<file path="config.mk">
export PLATFORM = sky130hd
export DESIGN_NAME = uart_rx_stream
export DESIGN_NICKNAME = d
export VERILOG_FILES = /design/src/rtl/uart_rx_stream.sv
export SDC_FILE = /design/constraint.sdc
export NUM_CORES = 1
export LEC_CHECK = 0
export CAP_MARGIN = 20
export CORE_UTILIZATION = 46
export DETAILED_ROUTE_END_ITERATION = 10
export PLACE_DENSITY = 0.77
export SYNTH_ARGS = -nofsm -noshare
export SYNTH_HDL_FRONTEND = slang
export SYNTH_SLANG_ARGS = --single-unit
</file>
<file path="constraint.sdc">
create_clock -name clk -period 2.7 [get_ports clk]
set_input_delay 0.405 -clock clk [delete_from_list [all_inputs] [get_ports clk]]
set_output_delay 0.405 -clock clk [all_outputs]
set_load 0.03 [all_outputs]
</file>
<file path="src/rtl/uart_rx_stream.sv">
// uart_rx_stream: UART frame deserialiser with one-word valid/ready holding register.
//   clk       system clock, rising edge
//   rstn      asynchronous active-low reset
//   rx        asynchronous serial line, idles high
//   m_data    received word, held while m_valid
//   m_valid   m_data holds an unconsumed word
//   m_ready   consumer accepts on m_valid && m_ready
//   frame_err one-cycle pulse: stop bit sampled low
//   overrun   one-cycle pulse: word completed while holding register full
module uart_rx_stream #(
  parameter int CLOCKS_PER_PULSE = 2604,
  parameter int BITS_PER_WORD    = 8
) (
  input  logic                     clk,
  input  logic                     rstn,
  input  logic                     rx,
  output logic [BITS_PER_WORD-1:0] m_data,
  output logic                     m_valid,
  input  logic                     m_ready,
  output logic                     frame_err,
  output logic                     overrun
);
  localparam int HALF = CLOCKS_PER_PULSE / 2;
  localparam int CW   = $clog2(CLOCKS_PER_PULSE);
  localparam int IW   = BITS_PER_WORD > 1 ? $clog2(BITS_PER_WORD) : 1;
  typedef enum logic [2:0] {IDLE, START, DATA, STOP, BREAK} state_t;
  state_t                   state_q, state_d;
  logic [CW-1:0]            cnt_q, cnt_d, last_cnt;
  logic [IW-1:0]            bit_q, bit_d;
  logic [BITS_PER_WORD-1:0] shreg_q, shreg_d, data_q, data_d;
  logic                     valid_q, valid_d, ferr_q, ferr_d, ovr_q, ovr_d;
  logic                     rx_meta_q, rx_s_q, samp, deliver;
  assign last_cnt  = state_q == START ? CW'(HALF - 1) : CW'(CLOCKS_PER_PULSE - 1);
  assign samp      = cnt_q == last_cnt;
  assign m_data    = data_q;
  assign m_valid   = valid_q;
  assign frame_err = ferr_q;
  assign overrun   = ovr_q;
  always_comb begin
    state_d = state_q;
    cnt_d   = samp ? '0 : cnt_q + CW'(1);
    bit_d   = bit_q;
    shreg_d = shreg_q;
    data_d  = data_q;
    valid_d = valid_q;
    ferr_d  = 1'b0;
    ovr_d   = 1'b0;
    deliver = 1'b0;
    case (state_q)
      IDLE: begin
        cnt_d   = '0;
        state_d = rx_s_q ? IDLE : START;
      end
      START: begin
        bit_d = '0;
        if (samp) state_d = rx_s_q ? IDLE : DATA;
      end
      DATA: if (samp) begin
        // right shift so the first (LSB) bit ends up at bit 0
        shreg_d = BITS_PER_WORD'({rx_s_q, shreg_q} >> 1);
        bit_d   = bit_q + IW'(1);
        if (bit_q == IW'(BITS_PER_WORD - 1)) state_d = STOP;
      end
      STOP: if (samp) begin
        deliver = rx_s_q;
        ferr_d  = !rx_s_q;
        state_d = rx_s_q ? IDLE : BREAK;
      end
      BREAK: begin
        // a held-low line must not be parsed as back-to-back frames
        cnt_d   = '0;
        state_d = rx_s_q ? IDLE : BREAK;
      end
      default: state_d = IDLE;
    endcase
    if (deliver && (!valid_q || m_ready)) begin
      data_d  = shreg_q;
      valid_d = 1'b1;
    end else begin
      ovr_d = deliver;
      if (valid_q && m_ready) valid_d = 1'b0;
    end
  end
  always_ff @(posedge clk or negedge rstn) begin
    if (!rstn) begin
      rx_meta_q <= 1'b1;
      rx_s_q    <= 1'b1;
      state_q   <= IDLE;
      cnt_q     <= '0;
      bit_q     <= '0;
      shreg_q   <= '0;
      data_q    <= '0;
      valid_q   <= 1'b0;
      ferr_q    <= 1'b0;
      ovr_q     <= 1'b0;
    end else begin
      rx_meta_q <= rx;
      rx_s_q    <= rx_meta_q;
      state_q   <= state_d;
      cnt_q     <= cnt_d;
      bit_q     <= bit_d;
      shreg_q   <= shreg_d;
      data_q    <= data_d;
      valid_q   <= valid_d;
      ferr_q    <= ferr_d;
      ovr_q     <= ovr_d;
    end
  end
endmodule
</file>
==> run_results.csv, run 1 <==
group,metric,value,unit
synthesis,ys_ff_latch,39,
timing,fin_skew,7.81,ps
clock_network,cts.sinks,39,
clock_network,cts_tree,"done",
detailed_routing,top_layer,"met4",
timing,fmaxAchievable,0.409,GHz
place,numPortBuffers,14,
synthesis,synth_top_cell_by_area,"dfrtp_1",
detailed_routing,avgRoutedWirePerCell,14.5,um
timing,final.setup.tns,0,ps
setup_path,crit_path_end_kind,"flip-flop",
floorplan,dieHeight,64.4,um
pwr,p_leak,0.974,nW
cells_and_area,drive_gt1_frac,0.177,
timing,setup_viol,0,
timing,slew_violations,0,
timing,fin_ws,255,ps
detailed_routing,wl_met3,101,um
timing,worst_hold_slack,218,ps
clock_network,htreeDepth,2,
synthesis,syn-num-nets,161,
setup_path,path_buf_inv,1,
place,gp_congestion,0.805,
clock_network,numCtsBuffers,5,
setup_path,arrival,2620,ps
detailed_routing,dr.pass1.iters,5,
timing,tightestPinTransition,839,ps
synthesis,syn_area,1790,um2
setup_path,startpoint_type,"flip-flop",
synthesis,synth_area_leaders,"dfrtp_1 52%, mux2_2 8.8%, nor2_1 3.6%",
synthesis,synth_cell_types,34,
setup_path,path_class,"flip-flop to flip-flop",
cells_and_area,multiInputGateArea,759,um2
setup_path,r2r_slack,260,ps
floorplan,dieWidth,64.4,um
synthesis,synth_cells,154,
synthesis,synth_async_sr_flop_share,1.00,
setup_path,worstReg2RegStart,"state_q[0]$_DFFE_PN0P_",
global_route,grt_start_max_net_pins,40,
pwr,p_total,1.08,mW
setup_path,crit_top_cell,"nor4_4",
synthesis,syn_area_per_cell,11.6,um2
detailed_routing,drt-total-wl,3240,um
place,place_ws,296,ps
floorplan,start_util,0.485,
floorplan,ios,15,
clock_network,cts_buffer_depth,2,
setup_path,r2r_end,"m_data[5]$_DFFE_PN0P_",
synthesis,ys_warn_count,0,
setup_path,worstPathMaxFanout,9,
clock_network,clock_latency,290,ps
timing,fin_crit_sh,0.906,
synthesis,synth.top_cell.area_share,0.517,
cells_and_area,diodes,0,
cells_and_area,fillers,316,
global_route,antenna_found_initial,0,
clock_network,post_cts_buffers,0,
setup_path,slowest_delay,500,ps
job,maxCapViolCount,0,
detailed_routing,drtIter0Drc,33,
min_path,min_path_type,"primary input to async pin",
clock_network,ctsResizeCount,0,
detailed_routing,ant_nets,0,
synthesis,synth-main-ff-cell,"dfrtp_1",
floorplan,die_area,4150,um2
place,hpwl,2280,um
timing,rsz0062_at_grt,"no",
setup_path,crit_family,"simple AND/OR/NAND/NOR gates",
global_route,overflow,0,
floorplan,core_area,3690,um2
outcome,status,"finished, final reports clean",
detailed_routing,met1_length,1470,um
global_route,grt_pass1_wl,5890,um
cells_and_area,ff_latch_area,978,um2
global_route,grt_pass1_vias,1288,
clock_network,cts-root-buf,"clkbuf_8",
timing,period_minus_slack,2440,ps
timing,max_slew_margin,0.441,
global_route,grt_use_total,0.184,
setup_path,worstPathCellList,"or3b_1, nor4_4, o21ai_2, nor4_4, buf_4, mux2_2",
detailed_routing,drcViolationCount,0,
timing,hold_viol_final,0,
synthesis,synth_edf_count,0,
pwr,powerDensity,514,nW/um2
setup_path,critPathSlowestCell,"dfrtp_1",
cells_and_area,area_growth,17.1,%
setup_path,cp.required,2870,ps
pwr,vdd_drop_max,0.000318,V
synthesis,yosysSeqAreaShare,0.546,
floorplan,row_count,22,
detailed_routing,vias,1230,
cells_and_area,nNetsFinal,181,
detailed_routing,viasPerCell,5.52,
setup_path,r2r_cells,6,
clock_network,path_clk_slew,70,ps
detailed_routing,met2WireLength,1620,um
setup_path,startpoint,"state_q[0]$_DFFE_PN0P_",
clock_network,hold_buffers,0,
cells in the mapped netlist (all sizes together) (2+ instances only):
cell type,count
a21oi,3
a22oi,3
and3,2
and4,3
buf,2
clkbuf,3
dfrtp,37
dfstp,2
ha,3
inv,6
mux2,16
nand2,9
nand3,9
nand3b,2
nor2,17
nor3,5
nor3b,2
nor4,3
o211ai,2
o21ai,3
o2bb2ai,3
o31ai,2
or3,2
xnor2,3
xor2,7
placed cells by master, fill, tap and decap left out, drive strengths merged, types with 2 or more instances in the layout:
cell type,instances
dfstp,2
ha,3
a22oi,3
a21oi,3
and3,2
nand3,9
xnor2,3
nor2,17
xor2,7
nor3,5
clkbuf,6
dfrtp,37
mux2,16
inv,6
o31ai,2
nor4,3
o2bb2ai,3
o21ai,3
buf,5
clkdlybuf4s50,13
nand3b,2
nor3b,2
o211ai,2
and4,3
or3,2
nand2,9
layout make-up:
type	count	area share
sequential	39	0.467
multi-input combinational	104	0.362
timing repair buffer	18	0.0788
clock buffer	6	0.0346
tap	48	0.0287
clock inverter	2	0.0179
inverter	6	0.0107
logic make-up after synthesis:
kind of cell / count (synthesis) / synth area share
simple gates: 56 / 0.175
buf+inv: 11 / 0.0293
flops: 39 / 0.546
fa+ha+maj: 3 / 0.0210
xor+xnor: 10 / 0.0489
compound gates: 18 / 0.0734
mux: 17 / 0.106
state kept, by name, indices dropped and copies added (netlist names):
register,count
cnt_q,12
m_data,8
shreg_q,8
bit_q,3
state_q,3
frame_err,1
m_valid,1
overrun,1
rx_meta_q,1
rx_s_q,1
power by group:
| part | leakage (nW) | switching, mW | internal, mW |
|---|---|---|---|
| sequential | 0.523 | 0.00118 | 0.587 |
| combinational | 0.400 | 0.0126 | 0.00371 |
| clock | 0.0514 | 0.198 | 0.275 |
stage by stage:
step           instance area, um2   util  cells
2_1_floorplan                1790      -    154
3_3_place_gp                 1990  0.538    215
3_5_place_dp                 1990  0.538    215
4_1_cts                      2100  0.568    223
5_1_grt                      2100  0.568    223
6_report                     2100  0.568    223
layer usage:
| layer | GRT usage | vias to the layer above |
|---|---|---|
| met5 | 0 | - |
| li1 | - | 584 |
| met4 | 0.0556 | 0 |
| met2 | 0.311 | 17 |
| met3 | 0.0464 | 8 |
| met1 | 0.232 | 621 |
worst max-delay path by stage:
stage,to,slack (ps),depth (start not counted)
after floorplan,m_data[0]$_DFFE_PN0P_,390,6
after global placement,m_data[0]$_DFFE_PN0P_,440,6
after detailed placement,m_data[5]$_DFFE_PN0P_,300,6
after CTS,m_data[5]$_DFFE_PN0P_,270,6
after global routing,m_data[5]$_DFFE_PN0P_,150,6
final,m_data[5]$_DFFE_PN0P_,260,6
No activity file was read; power rests on OpenSTA's default activity.
==> run 2: changes to the inputs <==
--- a/config.mk
+++ b/config.mk
@@ -6,9 +6,9 @@
 export NUM_CORES = 1
 export LEC_CHECK = 0
 export CAP_MARGIN = 20
-export CORE_UTILIZATION = 46
+export CORE_UTILIZATION = 50
 export DETAILED_ROUTE_END_ITERATION = 10
-export PLACE_DENSITY = 0.77
+export PLACE_DENSITY = 0.67
 export SYNTH_ARGS = -nofsm -noshare
 export SYNTH_HDL_FRONTEND = slang
 export SYNTH_SLANG_ARGS = --single-unit
==> run_results.csv, run 2 (synthesis results as in run 1) <==
group,metric,value,unit
clock_network,htreeDepth,2,
place,numPortBuffers,14,
timing,fin_ws,298,ps
floorplan,start_util,0.528,
place,place_area,1980,um2
setup_path,worstReg2RegStart,"state_q[0]$_DFFE_PN0P_",
timing,setup_viol,0,
setup_path,arrival,2650,ps
cells_and_area,ff_latch_area,978,um2
detailed_routing,vias,1227,
global_route,overflow,0,
cells_and_area,multiInputGateArea,759,um2
cells_and_area,final_common_cell,"dfrtp_1",
timing,final.setup.tns,0,ps
timing,tightestPinTransition,842,ps
detailed_routing,drtIter0Drc,62,
global_route,grt_pass1_wl,5390,um
setup_path,r2r_end,"m_data[4]$_DFFE_PN0P_",
timing,period_minus_slack,2400,ps
cells_and_area,largest-register,"cnt_q",
timing,rsz0062_at_grt,"no",
setup_path,startpoint_type,"flip-flop",
clock_network,cts.sinks,39,
clock_network,hold_buffers,0,
timing,fin_skew,5.75,ps
detailed_routing,avgRoutedWirePerCell,14.8,um
detailed_routing,ant_nets,0,
setup_path,r2r_slack,300,ps
floorplan,dieHeight,61.8,um
clock_network,cts_buffer_depth,2,
floorplan,dieWidth,61.8,um
setup_path,cp.required,2950,ps
place,gp_congestion,0.856,
timing,hold_viol_final,0,
setup_path,crit_path_end_kind,"flip-flop",
setup_path,worstPathMaxFanout,9,
floorplan,ios,15,
clock_network,path_clk_slew,120,ps
place,place_ws,331,ps
cells_and_area,diodes,0,
timing,worst_hold_slack,150,ps
detailed_routing,dr.pass1.iters,4,
place,hpwl,2270,um
clock_network,numCtsBuffers,5,
cells_and_area,drive_gt1_frac,0.177,
clock_network,post_cts_buffers,0,
cells_and_area,area_growth,13.8,%
timing,slew_violations,0,
cells_and_area,largest_register_ff_count,12,
detailed_routing,drt-total-wl,3260,um
setup_path,r2r_cells,6,
min_path,min_path_type,"primary input to async pin",
outcome,status,"finished, final reports clean",
global_route,antenna_found_initial,0,
pwr,vdd_drop_max,0.000314,V
timing,max_slew_margin,0.439,
clock_network,cts-root-buf,"clkbuf_4",
detailed_routing,viasPerCell,5.55,
clock_network,ctsResizeCount,0,
cells_and_area,finalInstanceArea,2040,um2
detailed_routing,drcViolationCount,0,
timing,fin_crit_sh,0.889,
pwr,p_leak,0.951,nW
setup_path,path_class,"flip-flop to flip-flop",
floorplan,core_area,3390,um2
job,maxCapViolCount,0,
global_route,grt_pass1_vias,1191,
floorplan,die_area,3820,um2
floorplan,row_count,21,
cells_and_area,nNetsFinal,181,
global_route,grt_use_total,0.199,
pwr,powerDensity,443,nW/um2
clock_network,clock_latency,350,ps
cells_and_area,fillers,299,
cells_and_area,mostFrequentLayoutCells,"37 x dfrtp_1, 17 x nor2_1, 14 x mux2_2, 13 x clkdlybuf4s50_1",
clock_network,cts_tree,"done",
global_route,grt_start_max_net_pins,40,
timing,fmaxAchievable,0.416,GHz
[run 2: cell types whose count changed in the layout (fill, tap and decap cells not counted)]
cell and change:
bufinv_16 -1, clkbuf_8 -5, clkinv_2 +1, clkbuf_4 +5
[run 2: area by class of cell]
| cell class | count | area share |
|---|---|---|
| timing repair buffer | 18 | 0.0811 |
| clock inverter | 2 | 0.00614 |
| clock buffer | 6 | 0.0203 |
| sequential | 39 | 0.480 |
| tap | 46 | 0.0283 |
| inverter | 6 | 0.0111 |
| multi-input combinational | 104 | 0.373 |
[run 2: worst max-delay path, cell delays in order (launching register included)]
cell and delay [ps]:
dfrtp_1 510, or3b_1 470, nor4_4 360, o21ai_2 150, nor4_4 260, buf_4 200
mux2_2 340
[run 2: where the power goes]
part           switching (mW)  internal, mW  leakage, nW
clock                   0.197         0.101       0.0282
combinational          0.0126       0.00373        0.400
sequential            0.00126         0.587        0.523
total                   0.211         0.691        0.951
[run 2: stage by stage]
stage / cells / power [mW] / util
2_1_floorplan: 154 / 0.601 / -
3_3_place_gp: 213 / 0.616 / 0.585
3_5_place_dp: 213 / 0.616 / 0.585
4_1_cts: 221 / 0.912 / 0.601
5_1_grt: 221 / 0.934 / 0.601
6_report: 221 / 0.902 / 0.601
[run 2: per-layer routing]
layer	part of all wire	routed length [um]	global-route usage	up-vias
li1	-	-	-	585
met1	0.48	1570	0.271	610
met2	0.48	1560	0.300	28
met3	0.033	107	0.0455	4
met4	0.0095	31	0.0952	0
met5	0	0	0	-
[run 2: how the worst max path moves through the flow]
stage               slack, ps  cells past startpoint                     end                   start
finish                    300                      6   m_data[4]$_DFFE_PN0P_  state_q[0]$_DFFE_PN0P_
global route              210                      5  shreg_q[0]$_DFFE_PN0P_  state_q[0]$_DFFE_PN0P_
CTS                       300                      6   m_data[4]$_DFFE_PN0P_  state_q[0]$_DFFE_PN0P_
detailed placement        330                      6   m_data[4]$_DFFE_PN0P_  state_q[0]$_DFFE_PN0P_
global placement          440                      6   m_data[3]$_DFFE_PN0P_  state_q[0]$_DFFE_PN0P_
floorplan                 390                      6   m_data[0]$_DFFE_PN0P_  state_q[2]$_DFFE_PN0P_
==> run 3: changes to the inputs <==
--- a/config.mk
+++ b/config.mk
@@ -6,9 +6,9 @@
 export NUM_CORES = 1
 export LEC_CHECK = 0
 export CAP_MARGIN = 20
-export CORE_UTILIZATION = 50
+export CORE_UTILIZATION = 30
 export DETAILED_ROUTE_END_ITERATION = 10
-export PLACE_DENSITY = 0.67
+export PLACE_DENSITY = 0.44
 export SYNTH_ARGS = -nofsm -noshare
 export SYNTH_HDL_FRONTEND = slang
 export SYNTH_SLANG_ARGS = --single-unit
==> run_results.csv, run 3 (synthesis results as in run 1) <==
group,metric,value,unit
outcome,status,"finished, final reports clean",
global_route,overflow,0,
place,gp_congestion,0.817,
clock_network,clock_latency,290,ps
timing,worst_hold_slack,212,ps
clock_network,post_cts_buffers,0,
cells_and_area,fin_util,0.374,
setup_path,worstPathMaxFanout,8,
detailed_routing,vias,1194,
setup_path,r2r_slack,330,ps
timing,slew_violations,0,
timing,rsz0062_at_grt,"no",
setup_path,startpoint_type,"flip-flop",
place,place_ws,343,ps
clock_network,path_clk_slew,80,ps
clock_network,cts-root-buf,"clkbuf_8",
pwr,powerDensity,470,nW/um2
timing,period_minus_slack,2370,ps
detailed_routing,avgRoutedWirePerCell,13.8,um
clock_network,ctsResizeCount,0,
cells_and_area,largest-register,"cnt_q",
global_route,antenna_found_initial,0,
pwr,p_total,990,uW
cells_and_area,area_growth,17.7,%
floorplan,dieHeight,79.3,um
global_route,grt_pass1_vias,1250,
floorplan,dieWidth,79.3,um
floorplan,core_area,5640,um2
setup_path,crit_path_end_kind,"flip-flop",
timing,fin_ws,328,ps
floorplan,ios,15,
timing,tightestPinTransition,853,ps
clock_network,numCtsBuffers,5,
clock_network,cts.sinks,39,
place,hpwl,2410,um
clock_network,cts_tree,"done",
clock_network,htreeDepth,2,
setup_path,r2r_cells,6,
clock_network,hold_buffers,0,
cells_and_area,diodes,0,
place,place_area,2020,um2
place,numPortBuffers,14,
timing,fmaxAchievable,0.422,GHz
setup_path,arrival,2550,ps
detailed_routing,drt-total-wl,3410,um
cells_and_area,largest_register_ff_count,12,
timing,fin_skew,5.87,ps
global_route,grt_use_total,0.127,
timing,hold_viol_final,0,
setup_path,path_class,"flip-flop to flip-flop",
job,maxCapViolCount,0,
cells_and_area,final_cells,248,
floorplan,die_area,6280,um2
cells_and_area,nNetsFinal,182,
detailed_routing,drtIter0Drc,136,
cells_and_area,final_common_cell,"dfrtp_1",
timing,final.setup.tns,0,ps
detailed_routing,ant_nets,0,
place,dpl.cell_count,240,
cells_and_area,mostFrequentLayoutCells,"37 x dfrtp_1, 17 x nor2_1, 14 x mux2_2, 13 x clkdlybuf4s50_1",
global_route,grt_pass1_wl,6070,um
detailed_routing,viasPerCell,4.81,
timing,fin_crit_sh,0.879,
global_route,grt_start_max_net_pins,40,
setup_path,cp.required,2880,ps
detailed_routing,dr.pass1.iters,4,
cells_and_area,drive_gt1_frac,0.182,
floorplan,start_util,0.317,
min_path,min_path_type,"primary input to async pin",
pwr,vdd_drop_max,0.000232,V
detailed_routing,drcViolationCount,0,
floorplan,row_count,27,
timing,setup_viol,0,
cells_and_area,finalInstanceArea,2110,um2
clock_network,cts_buffer_depth,2,
timing,max_slew_margin,0.431,
pwr,p_leak,0.968,nW
-- run 3: cell count changes in the layout (fill, tap and decap cells not counted), sizes merged --
| cell | previous run | this run |
|---|---|---|
| buf | 5 | 6 |
-- run 3: cell type report --
cell class	count	area (um2)
Fill cell	548	3530
Sequential cell	39	978
Clock inverter	2	12.5
Multi-Input combinational cell	104	759
Tap cell	72	90.1
Clock buffer	6	72.6
Timing Repair Buffer	19	173
Inverter	6	22.5
-- run 3: path summary, 6_finish.rpt --
check,startpoint,end
worst min register to register,rx_meta_q$_DFF_PN1_,rx_s_q$_DFF_PN1_
worst max-delay path,state_q[1]$_DFFE_PN0P_,m_data[0]$_DFFE_PN0P_
min in group clk,rx_meta_q$_DFF_PN1_,rx_s_q$_DFF_PN1_
max in group asynchronous,rstn,m_data[3]$_DFFE_PN0P_
worst max register to register,state_q[1]$_DFFE_PN0P_,m_data[0]$_DFFE_PN0P_
worst min-delay path,rstn,frame_err$_DFF_PN0_
-- run 3: power by group --
part	total, mW	internal, mW	switching (mW)
Sequential	0.587	0.586	0.00106
Combinational	0.0163	0.00370	0.0126
Clock	0.387	0.180	0.206
-- run 3: metal layers --
layer / share of wire / track usage
met1: 0.46 / 0.159
met2: 0.48 / 0.196
met3: 0.032 / 0.0391
met4: 0.023 / 0.0691
met5: 0 / 0
-- run 3: worst max-delay path, stage by stage (launching register included) --
cell	delay [ps]
dfrtp_1	450
or3b_1	480
nor4_4	350
o21ai_2	160
nor4_4	260
buf_4	210
mux2_2	340
